<file path="config.mk">
export PLATFORM = sky130hd
export DESIGN_NAME = ex_stage
export DESIGN_NICKNAME = d
export VERILOG_FILES = /design/src/rtl/ex_stage.sv
export SDC_FILE = /design/constraint.sdc
export NUM_CORES = 1
export LEC_CHECK = 0
export CAP_MARGIN = 20
export CELL_PAD_IN_SITES_DETAIL_PLACEMENT = 0
export CELL_PAD_IN_SITES_GLOBAL_PLACEMENT = 2
export CORE_MARGIN = 5
export CORE_UTILIZATION = 29
export CTS_CLUSTER_SIZE = 16
export DETAILED_ROUTE_END_ITERATION = 8
export MAX_ROUTING_LAYER = met4
export PLACE_DENSITY_LB_ADDON = 0.15
export SYNTH_ARGS = -nofsm -noshare
export SYNTH_HDL_FRONTEND = slang
export SYNTH_SLANG_ARGS = --single-unit
</file>
<file path="constraint.sdc">
create_clock -name clk -period 6.6 [get_ports clk]
set_clock_uncertainty 0.15 [all_clocks]
set_input_delay 1.65 -clock clk [delete_from_list [all_inputs] [get_ports clk]]
set_output_delay 1.65 -clock clk [all_outputs]
set_load 0.02 [all_outputs]
</file>
<file path="src/rtl/ex_stage.sv">
// ex_stage: execute stage of the in-order pipeline.
// Registers the ID->EX bus, computes the ALU result combinationally and
// forms the EX->MEM bus, the ID bypass bus and the data SRAM request.
// Optional feature macro EX_DIV_EN: multi-cycle restoring divider (DIV/DIVU)
// with HI register. When EX_DIV_EN is undefined, div_op is ignored,
// stallreq_ex is 0 and HI (and MFHI) read 0.
module ex_stage #(
  parameter int unsigned ID_TO_EX_WD  = 152,
  parameter int unsigned EX_TO_MEM_WD = 82,
  parameter int unsigned StallBus     = 6
) (
  input  logic                    clk,
  input  logic                    rst,
  input  logic [StallBus-1:0]     stall,
  input  logic [ID_TO_EX_WD-1:0]  id_to_ex_bus,
  output logic [EX_TO_MEM_WD-1:0] ex_to_mem_bus,
  output logic [37:0]             ex_to_rf_bus,
  output logic                    data_sram_en,
  output logic [3:0]              data_sram_wen,
  output logic [31:0]             data_sram_addr,
  output logic [31:0]             data_sram_wdata,
  output logic                    stallreq_ex,
  output logic [31:0]             hi_o
);

  localparam int unsigned XW    = 32;
  localparam int unsigned CNT_W = 5;

  typedef struct packed {
    logic [5:0]    ld_st_op;
    logic [XW-1:0] pc;
    logic [3:0]    alu_op;
    logic [1:0]    div_op;
    logic          data_ram_en;
    logic [3:0]    data_ram_wen;
    logic          sel_rf_res;
    logic          rf_we;
    logic [4:0]    rf_waddr;
    logic [XW-1:0] src1;
    logic [XW-1:0] src2;
    logic [XW-1:0] store_data;
  } id_ex_t;

  typedef struct packed {
    logic [5:0]    ld_st_op;
    logic [XW-1:0] pc;
    logic          data_ram_en;
    logic [3:0]    data_ram_wen;
    logic          sel_rf_res;
    logic          rf_we;
    logic [4:0]    rf_waddr;
    logic [XW-1:0] ex_result;
  } ex_mem_t;

  id_ex_t        id_r;
  ex_mem_t       mem_s;
  logic          ld_en;
  logic          bubble;
  logic [XW-1:0] alu_res;
  logic [XW-1:0] ex_result;
  logic [XW-1:0] hi_val;
  logic [4:0]    sh;

  // stall[2] is this stage, stall[3] the MEM stage; other bits are for earlier stages
  logic unused_stall;
  assign unused_stall = ^{stall[StallBus-1:4], stall[1:0]};

  assign ld_en  = ~stall[2];
  assign bubble = stall[2] & ~stall[3];
  assign sh     = id_r.src1[4:0];

  // Input register: bubble when EX holds but MEM moves on, load when EX advances
  always_ff @(posedge clk or negedge rst) begin
    if (!rst) begin
      id_r <= '0;
    end else if (bubble) begin
      id_r <= '0;
    end else if (ld_en) begin
      id_r <= id_to_ex_bus;
    end
  end

  // ALU on the registered operands; shifts use src1[4:0] as amount on src2
  always_comb begin
    alu_res = '0;
    case (id_r.alu_op)
      4'd0:    alu_res = id_r.src1 + id_r.src2;
      4'd1:    alu_res = id_r.src1 - id_r.src2;
      4'd2:    alu_res = id_r.src1 & id_r.src2;
      4'd3:    alu_res = id_r.src1 | id_r.src2;
      4'd4:    alu_res = id_r.src1 ^ id_r.src2;
      4'd5:    alu_res = ~(id_r.src1 | id_r.src2);
      4'd6:    alu_res = {31'd0, $signed(id_r.src1) < $signed(id_r.src2)};
      4'd7:    alu_res = {31'd0, id_r.src1 < id_r.src2};
      4'd8:    alu_res = id_r.src2 << sh;
      4'd9:    alu_res = id_r.src2 >> sh;
      4'd10:   alu_res = XW'($signed(id_r.src2) >>> sh);
      4'd11:   alu_res = {id_r.src2[15:0], 16'd0};
      4'd12:   alu_res = hi_val;
      default: alu_res = '0;
    endcase
  end

`ifdef EX_DIV_EN
  typedef enum logic [1:0] {
    S_IDLE = 2'd0,
    S_RUN  = 2'd1,
    S_DONE = 2'd2
  } div_state_e;

  div_state_e       state, state_n;
  logic [CNT_W-1:0] cnt, cnt_n;
  logic [XW-1:0]    dvd, dvd_n;
  logic [XW-1:0]    dvs, dvs_n;
  logic [XW-1:0]    rem, rem_n;
  logic [XW-1:0]    quo, quo_n;
  logic [XW-1:0]    q_res, q_res_n;
  logic [XW-1:0]    hi, hi_n;
  logic             neg_q, neg_q_n;
  logic             neg_r, neg_r_n;
  logic             div_req;
  logic             div_sgn;
  logic [XW:0]      part;
  logic [XW:0]      diff;
  logic [XW-1:0]    rem_i;
  logic [XW-1:0]    quo_i;
  logic [XW-1:0]    abs1;
  logic [XW-1:0]    abs2;

  assign div_req = id_r.div_op[1];
  assign div_sgn = ~id_r.div_op[0];
  assign abs1    = (div_sgn && id_r.src1[XW-1]) ? (~id_r.src1 + XW'(1)) : id_r.src1;
  assign abs2    = (div_sgn && id_r.src2[XW-1]) ? (~id_r.src2 + XW'(1)) : id_r.src2;

  // One restoring step: shift in the next dividend bit, subtract if it fits
  always_comb begin
    part = {rem, dvd[XW-1]};
    diff = part - {1'b0, dvs};
    if (!diff[XW]) begin
      rem_i = diff[XW-1:0];
      quo_i = {quo[XW-2:0], 1'b1};
    end else begin
      rem_i = part[XW-1:0];
      quo_i = {quo[XW-2:0], 1'b0};
    end
  end

  // Divider state register
  always_ff @(posedge clk or negedge rst) begin
    if (!rst) begin
      state <= S_IDLE;
    end else begin
      state <= state_n;
    end
  end

  // Divider next-state, datapath next values and EX self-stall request
  always_comb begin
    state_n     = state;
    cnt_n       = cnt;
    dvd_n       = dvd;
    dvs_n       = dvs;
    rem_n       = rem;
    quo_n       = quo;
    q_res_n     = q_res;
    hi_n        = hi;
    neg_q_n     = neg_q;
    neg_r_n     = neg_r;
    stallreq_ex = 1'b0;
    case (state)
      S_IDLE: begin
        if (div_req) begin
          stallreq_ex = 1'b1;
          if (id_r.src2 == '0) begin
            q_res_n = '1;
            hi_n    = id_r.src1;
            state_n = S_DONE;
          end else begin
            dvd_n   = abs1;
            dvs_n   = abs2;
            rem_n   = '0;
            quo_n   = '0;
            cnt_n   = '0;
            neg_q_n = div_sgn & (id_r.src1[XW-1] ^ id_r.src2[XW-1]);
            neg_r_n = div_sgn & id_r.src1[XW-1];
            state_n = S_RUN;
          end
        end
      end
      S_RUN: begin
        stallreq_ex = 1'b1;
        dvd_n       = {dvd[XW-2:0], 1'b0};
        rem_n       = rem_i;
        quo_n       = quo_i;
        cnt_n       = cnt + CNT_W'(1);
        if (cnt == CNT_W'(31)) begin
          q_res_n = neg_q ? (~quo_i + XW'(1)) : quo_i;
          hi_n    = neg_r ? (~rem_i + XW'(1)) : rem_i;
          state_n = S_DONE;
        end
      end
      S_DONE: begin
        if (ld_en) begin
          state_n = S_IDLE;
        end
      end
      default: state_n = S_IDLE;
    endcase
  end

  // Divider working registers, final quotient and HI
  always_ff @(posedge clk or negedge rst) begin
    if (!rst) begin
      cnt   <= '0;
      dvd   <= '0;
      dvs   <= '0;
      rem   <= '0;
      quo   <= '0;
      q_res <= '0;
      hi    <= '0;
      neg_q <= 1'b0;
      neg_r <= 1'b0;
    end else begin
      cnt   <= cnt_n;
      dvd   <= dvd_n;
      dvs   <= dvs_n;
      rem   <= rem_n;
      quo   <= quo_n;
      q_res <= q_res_n;
      hi    <= hi_n;
      neg_q <= neg_q_n;
      neg_r <= neg_r_n;
    end
  end

  assign hi_val = hi;

  // A divide replaces the ALU result; it is only meaningful once DONE
  always_comb begin
    ex_result = alu_res;
    if (div_req) begin
      ex_result = (state == S_DONE) ? q_res : '0;
    end
  end
`else
  logic unused_div;
  assign unused_div  = ^id_r.div_op;
  assign stallreq_ex = 1'b0;
  assign hi_val      = '0;
  assign ex_result   = alu_res;
`endif

  // EX->MEM payload assembled from the registered bus and the stage result
  always_comb begin
    mem_s.ld_st_op     = id_r.ld_st_op;
    mem_s.pc           = id_r.pc;
    mem_s.data_ram_en  = id_r.data_ram_en;
    mem_s.data_ram_wen = id_r.data_ram_wen;
    mem_s.sel_rf_res   = id_r.sel_rf_res;
    mem_s.rf_we        = id_r.rf_we;
    mem_s.rf_waddr     = id_r.rf_waddr;
    mem_s.ex_result    = ex_result;
  end

  assign ex_to_mem_bus   = mem_s;
  assign ex_to_rf_bus    = {id_r.rf_we & ~stallreq_ex, id_r.rf_waddr, ex_result};
  assign data_sram_en    = id_r.data_ram_en;
  assign data_sram_wen   = id_r.data_ram_wen;
  assign data_sram_addr  = alu_res;
  assign data_sram_wdata = id_r.store_data;
  assign hi_o            = hi_val;

endmodule

</file>
* Word-level counts from Yosys, hierarchy flattened
Index checks and enable logic that the tools add are counted.
** Word-level totals
- Memories kept :: 0
- Register bits after elaboration :: 150
- Bits in latches :: 0
- Output and inout bits :: 222
- Bits in read-only memories :: 0
- Bits of input ports :: 160
- Bits in writable memories :: 0
- Logic and storage cells :: 40
** Operators by class
- $mul :: 0
- Shift-type cells :: 3
- Bitwise operators :: 6
- Multiplexer cells :: 3
- $lt $le $gt $ge :: 2
- Add/sub/neg operators :: 2
- Divide/modulo/power cells :: 0
- Reduce and logical (&&, ||, !) cells :: 1
- Equal/unequal tests :: 12
** Operators with widths (count)
- $pmux W32 S12 :: 1
- $mux W152 :: 2
- $lt A32 B32 Y1 :: 2
- $add A32 B32 Y32 :: 1
- $and A32 B32 Y32 :: 1
- $not A32 Y32 :: 1
- $or A32 B32 Y32 :: 1
- $shl A32 B5 Y32 :: 1
- $shr A32 B5 Y32 :: 1
- $sshr A32 B5 Y32 :: 1
- $sub A32 B32 Y32 :: 1
- $xor A32 B32 Y32 :: 1
- $eq A4 B3 Y1 const B :: 4
- $eq A4 B4 Y1 const B :: 4
- $eq A4 B2 Y1 const B :: 2
- $eq A4 B1 Y1 const B :: 1
- $logic_not A4 Y1 :: 1
- $ne A2 B1 Y1 const B :: 1
- $and A1 B1 Y1 :: 1
- $not A1 Y1 :: 1

* Depth between registers and ports, before layout
Gate-level depths: netlist (run 1).
- Depth in word-level cells :: 3
- Mapped depth :: 17
- Mapped depth without buffers :: 12

* Worst setup path after synthesis (run 1)
No wires, ideal clock.
- Kind :: register -> output
- From :: reg id_r[66] (netlist name)
- To :: out ex_to_mem_bus[22]
- Buffers on the path :: 5
- Required time :: 4.800 ns
- Arrival time :: 4.530 ns
- Cell stages (with the launch flop) :: 17
- Setup slack :: 0.270 ns
- Path through :: dfrtp_1 buf_2 inv_2 buf_1 buf_1 clkbuf_1 ha_1 nor2b_1 o31a_1 o21ai_0 o21bai_1 a22oi_1 and2_1 o21ai_0 o221a_2 o21ai_0 buf_4
** Between the ends
- Cells in the longest elaborated chain, start to end :: 2
- Elaborated cells between the ends (all ways) :: 6
- Classes of those cells :: add/sub (2); shift (3); mux (1)
** RTL lines
- start, declared :: RTL line 55 : id_ex_t id_r;
- start signal, assigned :: RTL line 79 : id_r <= id_to_ex_bus;
- $sub A32 B32 Y32 (tied with other cells) :: RTL line 88 : 4'd1: alu_res = id_r.src1 - id_r.src2;
- $pmux W32 S12 * :: RTL line 86 : case (id_r.alu_op)
- end, declared :: RTL line 16 : output logic [EX_TO_MEM_WD-1:0] ex_to_mem_bus,
Every way passes the cells marked *; elsewhere a longest branch is shown, timed or not.

* Final worst setup path (run 1)
- From :: reg id_r[65] (netlist name)
- To :: out ex_to_mem_bus[27]
Same word-level chain as after synthesis.

==> results.md, run 1 <==
### Outcome
* complete, no violations — outcome

### Cells and area
* 3760 sq um — sequential cell area
* 20500 sq um — finished layout cell area
* 6037 — count of fill cells added during filler insertion
* 9.78% — proportion of layout cells with a drive suffix above 1
* 3139 — Finished Layout Cells
* 9910 sq um — Multi-input gate area
* 24.3% — layout-stage area growth over the synthesis result
* 2628 — Layout Nets

### Synth
* sky130_fd_sc_hd__dfrtp_1 — Top FF cell, synth
* 100% — Synth async-reset ratio
* 87 — unique cell type count in the Yosys netlist
* 0 — Synth Warn #
* 7.46 sq um — average cell area after synthesis
* sky130_fd_sc_hd__dfrtp_1 — leading area contributor after synthesis
* 16500 sq um — synthesized cell area
* 150 — post-synthesis register bit count
* 0 — EDFF count, synth
* 22.8% — sequential area share after synthesis
* 22.8% — Synth top area share
* 2209 — number of cells produced by synthesis
* sky130_fd_sc_hd__dfrtp_1, sky130_fd_sc_hd__buf_4, sky130_fd_sc_hd__o21ai_0 — cell types occupying the most area after synthesis

### Placement
* 19800 sq um — total placed instance area
* 3102 — instance count after placement with tap cells included
* 342 — count of input and output buffers
* 57.0 mm — final HPWL from detailed placement
* 0.948 — RePlAce Congestion

### Critical path
* flop — crit path launch type
* 4.65 ns — CP Data Arrival Time
* 9 — crit path max fanout
* output pin — crit end category
* 5.15 ns — setup slack on the worst flop-to-flop path
* 4.80 ns — required arrival time at the worst endpoint
* reg -> out — category of the most critical setup path

### STA
* 0 — setup violators final
* 0 — number of hold violations in the final report
* 6.45 ns — final critical path time including I/O delays and setup
* 1.06 ns — slew at the pin closest to its max-slew limit
* 0 ns — total negative slack
* 155 MHz — highest attainable clock frequency
* false — setup repair after global routing missed its margin
* 0 — fin. max-slew vios
* 29.4% — Slew Limit Headroom
* 97.8% — Period Utilization, post-route
* 0.330 ns — Final Hold Slack

### Power and ir drop
* 8.85 nW — Static Leak
* 25.2% — sequential fraction of design power
* 50.0% — Comb pwr share
* 43.3% — switching part of the total power
* 24.7% — clock power share
* 4.20 mW — sum of internal, switching and leakage power
* 0.000196 V — maximum ir drop on the vdd rail
* 2.38 mW — cell internal pwr
* 205 nW/um^2 — power density over cell area
* 1.82 mW — switching power of the nets

### Clocking
* 0 — hold bufs inserted after CTS
* built — CTS tree
* 2 — deepest clock path buffer count
* 17 — clock buffer count from CTS
* 0.47 ns — worst skew pair latency
* sky130_fd_sc_hd__clkbuf_16 — Root Buffer
* 4 — # H-tree levels
* 150 — number of sinks handled by clock tree synthesis
* 0.09 ns — clock transition at the registers of the reported paths

### GRT
* 3 — antenna violations before repair
* 16500 — vias in the first global route
* 151 — largest net degree at the start of global routing
* 24.1% — GRT Util Overall
* 111 mm — global-route wire length before repair
* 0 — leftover overflow at the end of global routing

### Min path
* reg -> reg — class of the tightest hold or removal check

### Die
* 248 microns — Die Y-Extent
* 382 — top-level I/O count
* 248 microns — die width
* 56400 sq um — core region area
* 87 — row count
* 29.2% — Starting Density
* 61700 sq um — die footprint

### Routing
* 0 — DRC violation count after routing
* 1623 — DRC violation total after the first TritonRoute iteration
* 7 — number of iterations in the first detailed-routing pass
* 0 — Antenna Violating Nets Remaining
* 24.1 microns — WL/cell
* 5.34 — vias per cell
* 75.6 mm — final routed wirelength across all metal layers
* 16800 — via total after detailed routing

### Run
* 0 — total of max-cap violations

==> worst paths after layout <==
kind	start	end	depth (start not counted)
min in group asynchronous	rst	id_r[84]	2
setup / recovery	id_r[65]	ex_to_mem_bus[27]	14
hold reg to reg	ex_to_mem_bus[73]	ex_to_mem_bus[73]	2
hold / removal	ex_to_mem_bus[73]	ex_to_mem_bus[73]	2
max in group asynchronous	rst	id_r[65]	2
setup reg to reg	id_r[68]	id_r[68]	3
==> power by group through the flow <==
stage / clock [mW] / combinational, mW / sequential [mW]
2_1_floorplan: 0 / 1.34 / 1.05
3_3_place_gp: 0 / 2.08 / 1.07
3_5_place_dp: 0 / 2.08 / 1.07
4_1_cts: 1.08 / 2.08 / 1.06
5_1_grt: 1.11 / 2.24 / 1.07
6_report: 1.04 / 2.10 / 1.06
==> synthesized netlist by cell type, types with 7 or more instances <==
master                      number
sky130_fd_sc_hd__and3_1          7
sky130_fd_sc_hd__o22ai_1        17
sky130_fd_sc_hd__nand4_1         7
sky130_fd_sc_hd__a22oi_1        10
sky130_fd_sc_hd__a211oi_1       31
sky130_fd_sc_hd__nor2_1        165
sky130_fd_sc_hd__a211o_1         8
sky130_fd_sc_hd__o21bai_1       19
sky130_fd_sc_hd__nor2b_1        14
sky130_fd_sc_hd__dfrtp_1       150
sky130_fd_sc_hd__nand2_1       212
sky130_fd_sc_hd__nor4_1         12
sky130_fd_sc_hd__buf_2          17
sky130_fd_sc_hd__inv_1         241
sky130_fd_sc_hd__or3_1           8
sky130_fd_sc_hd__o2111ai_1      11
sky130_fd_sc_hd__nand3_1       102
sky130_fd_sc_hd__nand2b_1        8
sky130_fd_sc_hd__mux4_2         35
sky130_fd_sc_hd__clkbuf_1      120
sky130_fd_sc_hd__o31ai_1        12
sky130_fd_sc_hd__a222oi_1       12
sky130_fd_sc_hd__nor3_1         22
sky130_fd_sc_hd__a21oi_1       119
sky130_fd_sc_hd__a21o_1         16
sky130_fd_sc_hd__o21a_1          7
sky130_fd_sc_hd__mux2_2         11
sky130_fd_sc_hd__mux2i_1        41
sky130_fd_sc_hd__ha_1           97
sky130_fd_sc_hd__buf_4         197
sky130_fd_sc_hd__a31oi_1        18
sky130_fd_sc_hd__o21ai_0       267
sky130_fd_sc_hd__o211ai_1       20
sky130_fd_sc_hd__buf_1          14
sky130_fd_sc_hd__a221oi_1       28
==> cells by family (layout without fill, tap and decap cells) <==
logic type / count (synthesis) / count (layout) / synth area share [%]
adders and majority gates: 99 / 99 / 7.61
DFF: 150 / 150 / 22.8
buffers and inverters: 595 / 736 / 18.2
xor gates and xnor gates: 6 / 6 / 0.319
muxes: 93 / 93 / 8.98
AOI/OAI and AO/OA: 667 / 667 / 25.7
and+or+nand+nor: 598 / 598 / 16.4
other: 1 / 34 / 0.0228
==> repair_timing <==
item | 4_1_cts | 5_1_grt
gates cloned | 0 | 0
buffers inserted | 0 | 1
pin swaps | 0 | 3
resized for setup | 6 | 8
setup endpoints to repair | 12 | 28
==> registers in the layout, summed over array words and instances, names as in the netlist <==
signal           flops
data_sram_wdata     32
data_sram_en         1
ex_to_mem_bus       45
id_r                68
data_sram_wen        4
==> area by class of cell <==
| class | count | share of cell area, % |
|---|---|---|
| antenna | 1 | 0.0122 |
| tap | 756 | 4.62 |
| sequential | 150 | 18.4 |
| clock inverter | 14 | 0.764 |
| clock buffer | 18 | 2.10 |
| timing repair buffer | 459 | 21.3 |
| inverter | 245 | 4.49 |
| multi-input combinational | 1496 | 48.4 |
==> per-layer routing <==
metal,vias to the layer above,GRT usage (%),wire length (microns)
li1,7835,-,-
met2,691,36.3,33600
met4,0,7.44,2350
met3,105,5.35,5950
met1,8141,32.5,33700
met5,-,-,0
==> layout by cell type (no fill, tap or decap), types with 35 or more instances in the layout <==
master,n
sky130_fd_sc_hd__o21ai_0,264
sky130_fd_sc_hd__ha_1,97
sky130_fd_sc_hd__a21oi_1,119
sky130_fd_sc_hd__nand3_1,102
sky130_fd_sc_hd__mux4_2,35
sky130_fd_sc_hd__mux2i_1,41
sky130_fd_sc_hd__nand2_1,212
sky130_fd_sc_hd__buf_4,111
sky130_fd_sc_hd__inv_1,241
sky130_fd_sc_hd__nor2_1,164
sky130_fd_sc_hd__dfrtp_1,146
sky130_fd_sc_hd__clkdlybuf4s50_1,336
==> stage by stage <==
| stage | util, % | worst slack (ns) |
|---|---|---|
| final | 36.3 | 0.145 |
| after global routing | 36.3 | 0.000333 |
| after CTS | 36.1 | 0.0538 |
| after detailed placement | 35.1 | 0.373 |
| after global placement | 35.1 | 0.353 |
| after floorplan | - | 0.270 |
==> worst max-delay path, stage by stage, from the launching register on <==
cell,delay [ns]
sky130_fd_sc_hd__dfrtp_4,0.45
sky130_fd_sc_hd__clkinv_1,0.13
sky130_fd_sc_hd__buf_4,0.22
sky130_fd_sc_hd__ha_1,0.35
sky130_fd_sc_hd__o21bai_1,0.22
sky130_fd_sc_hd__o211ai_1,0.13
sky130_fd_sc_hd__buf_4,0.16
sky130_fd_sc_hd__a31oi_1,0.43
sky130_fd_sc_hd__a211o_1,0.28
sky130_fd_sc_hd__o221a_2,0.31
sky130_fd_sc_hd__a21boi_4,0.12
sky130_fd_sc_hd__o21ai_0,0.25
sky130_fd_sc_hd__mux2i_1,0.22
sky130_fd_sc_hd__o2bb2ai_1,0.22
sky130_fd_sc_hd__clkdlybuf4s50_1,0.68
Note: power is estimated with default switching activity, not from simulation.
==> run 2, diff against run 1 <==
Settings changed: GPL_TIMING_DRIVEN from default to 0.
==> run 2 against run 1 <==
Effect of this change: critical path depth is 4 lower; clock power down 4%; global-route usage rose by 4.4 points; sequential share of layout area down 1.5 points; count of clock-buffer cells in the layout did not move; highest routed layer unchanged; sequential power barely moved; first-iteration DRC count up 11%; critical path type unchanged; critical endpoint is now ex_to_rf_bus[7]; via count is 9.3% higher.
==> results.md, run 2 (synthesis gave the netlist of run 1 again) <==
### Outcome
* complete, no violations — outcome

### Placement
* 21000 sq um — total placed instance area
* 70.8 mm — final HPWL from detailed placement
* 340 — count of input and output buffers
* 3342 — instance count after placement with tap cells included
* 1.01 — RePlAce Congestion

### Cells and area
* 17.0% — proportion of layout cells with a drive suffix above 1
* 68 — flip-flop count of the largest register after layout
* 22400 sq um — finished layout cell area
* 35.7% — layout-stage area growth over the synthesis result
* 2889 — Layout Nets
* id_r — register name with the most flops
* 3402 — Finished Layout Cells
* sky130_fd_sc_hd__clkdlybuf4s50_1 — most common cell after layout, fill and taps aside
* sky130_fd_sc_hd__clkdlybuf4s50_1, sky130_fd_sc_hd__o21ai_0, sky130_fd_sc_hd__inv_1 — leading cell types in the layout, fill and taps excluded

### Die
* 87 — row count
* 382 — top-level I/O count
* 56400 sq um — core region area
* 248 microns — die width
* 61700 sq um — die footprint
* 29.2% — Starting Density
* 248 microns — Die Y-Extent

### Power and ir drop
* 0.000207 V — maximum ir drop on the vdd rail
* 4.48 mW — sum of internal, switching and leakage power
* 200 nW/um^2 — power density over cell area
* 9.98 nW — Static Leak

### Clocking
* 0 — hold bufs inserted after CTS
* 17 — clock buffer count from CTS
* sky130_fd_sc_hd__clkbuf_16 — Root Buffer
* built — CTS tree
* 0.48 ns — worst skew pair latency
* 2 — deepest clock path buffer count
* 150 — number of sinks handled by clock tree synthesis
* 0.07 ns — clock transition at the registers of the reported paths
* 4 — # H-tree levels

### Critical path
* 0.58 ns — Slowest Stage Delay on Critical Path
* 4.75 ns — CP Data Arrival Time
* 4.80 ns — required arrival time at the worst endpoint
* flop — crit path launch type
* 3.86 ns — setup slack on the worst flop-to-flop path
* id_r[113] — critical path launch point
* 10 — crit path max fanout
* reg -> out — category of the most critical setup path
* id_r[66] — Reg2Reg Capture Point
* sky130_fd_sc_hd__clkbuf_1 — CP max-delay cell
* output pin — crit end category
* clkbuf_1 -> nor2_1 -> nand2_1 -> buf_2 -> clkbuf_1 -> o22ai_1 -> o21ai_0 -> o2111ai_1 -> buf_4 -> clkdlybuf4s50_1 — list of cells traversed by the critical path
* sky130_fd_sc_hd__clkbuf_1 — most frequent CP cell
* id_r[66] — reg2reg start
* ex_to_rf_bus[7] — CP endpoint
* 6 — Worst Reg2Reg Path Length in Cells

### Min path
* reg -> reg — class of the tightest hold or removal check

### GRT
* 129 mm — global-route wire length before repair
* 99 — largest net degree at the start of global routing
* 28.5% — GRT Util Overall
* 0 — leftover overflow at the end of global routing
* 18100 — vias in the first global route
* 4 — antenna violations before repair

### Routing
* 18300 — via total after detailed routing
* 0 — DRC violation count after routing
* 5.39 — vias per cell
* 26.2 microns — WL/cell
* 0 — Antenna Violating Nets Remaining
* 6 — number of iterations in the first detailed-routing pass
* 89.0 mm — final routed wirelength across all metal layers
* 1795 — DRC violation total after the first TritonRoute iteration

### STA
* 0 — fin. max-slew vios
* 0 — number of hold violations in the final report
* 0 ns — total negative slack
* 0 — setup violators final
* 24.0% — Slew Limit Headroom
* 99.3% — Period Utilization, post-route
* true — setup repair after global routing missed its margin
* 153 MHz — highest attainable clock frequency
* 0.330 ns — Final Hold Slack
* 1.14 ns — slew at the pin closest to its max-slew limit
* 6.55 ns — final critical path time including I/O delays and setup

### Run
* 0 — total of max-cap violations

==> run 2: changes by cell type in the layout (fill, tap and decap cells not counted), moves of 8 or more <==
cell | previous run | this run
sky130_fd_sc_hd__buf_1 | 0 | 9
sky130_fd_sc_hd__clkdlybuf4s50_1 | 336 | 298
sky130_fd_sc_hd__dfrtp_2 | 3 | 12
sky130_fd_sc_hd__o21ai_0 | 264 | 251
sky130_fd_sc_hd__clkbuf_2 | 1 | 13
sky130_fd_sc_hd__buf_6 | 3 | 11
sky130_fd_sc_hd__buf_2 | 1 | 13
sky130_fd_sc_hd__dlymetal6s2s_1 | 0 | 8
sky130_fd_sc_hd__clkbuf_1 | 1 | 98
sky130_fd_sc_hd__buf_4 | 111 | 226
sky130_fd_sc_hd__o21ai_1 | 3 | 12
sky130_fd_sc_hd__dlygate4sd2_1 | 3 | 21
sky130_fd_sc_hd__dfrtp_1 | 146 | 137
==> run 2: worst max-delay path: cells and delay by family, from the launching register on <==
| kind | cells | cell delay, ns |
|---|---|---|
| AO/OA/AOI/OAI | 3 | 0.89 |
| flip-flops | 1 | 0.44 |
| buffers and inverters | 5 | 2.23 |
| AND/OR/NAND/NOR | 2 | 0.69 |
==> run 2: how the worst min path moves through the flow <==
stage / start / end / slack, ns / depth (start not counted)
final: ex_to_mem_bus[48] / ex_to_mem_bus[48] / 0.33 / 2
after CTS: data_sram_wdata[17] / data_sram_wdata[17] / 0.34 / 2
after global routing: data_sram_wdata[17] / data_sram_wdata[17] / 0.36 / 2
after detailed placement: data_sram_wdata[17] / data_sram_wdata[17] / 0.32 / 2
after global placement: ex_to_mem_bus[63] / ex_to_mem_bus[63] / 0.31 / 2
after floorplan: data_sram_wdata[0] / data_sram_wdata[0] / 0.30 / 2
==> run 2: routing by layer <==
metal | vias up | track usage, % | wire (microns)
met3 | 173 | 5.99 | 6430
met1 | 8929 | 36.7 | 38300
li1 | 8370 | - | -
met5 | - | - | 0
met2 | 859 | 44.5 | 40900
met4 | 0 | 9.93 | 3360
==> run 2: area by class of cell <==
class                   instances  area [sq um]
diodes                          3          7.51
plain buffers                 345          2270
clock buffers                  18           439
clock inverters                14           131
fillers                      6032         34000
inverters                     245           941
multi-input cells            1496         10200
flip-flops and latches        150          3770
well taps                     756           946
repair buffers                375          3680
==> run 2: metrics by stage <==
step | setup WS, ns | utilization [%]
floorplan | 0.270 | -
global placement | -3.19 | 37.2
CTS | 0.00100 | 39.2
global route | -0.00989 | 39.7
detailed placement | -2.13 | 37.3
finish | 0.0486 | 39.7
==> run 2: report_power, final <==
part | total (mW) | switching, mW | internal (mW)
combinational | 2.38 | 1.37 | 1.01
clock | 1.00 | 0.494 | 0.507
sequential | 1.09 | 0.107 | 0.986
==> run 2: what timing repair did <==
action,in CTS,in global routing
endpoints found under the setup margin,96,65
setup buffers,17,13
pin swaps,14,17
cloned,0,0
hold endpoints to repair,0,0
resized for setup,180,72
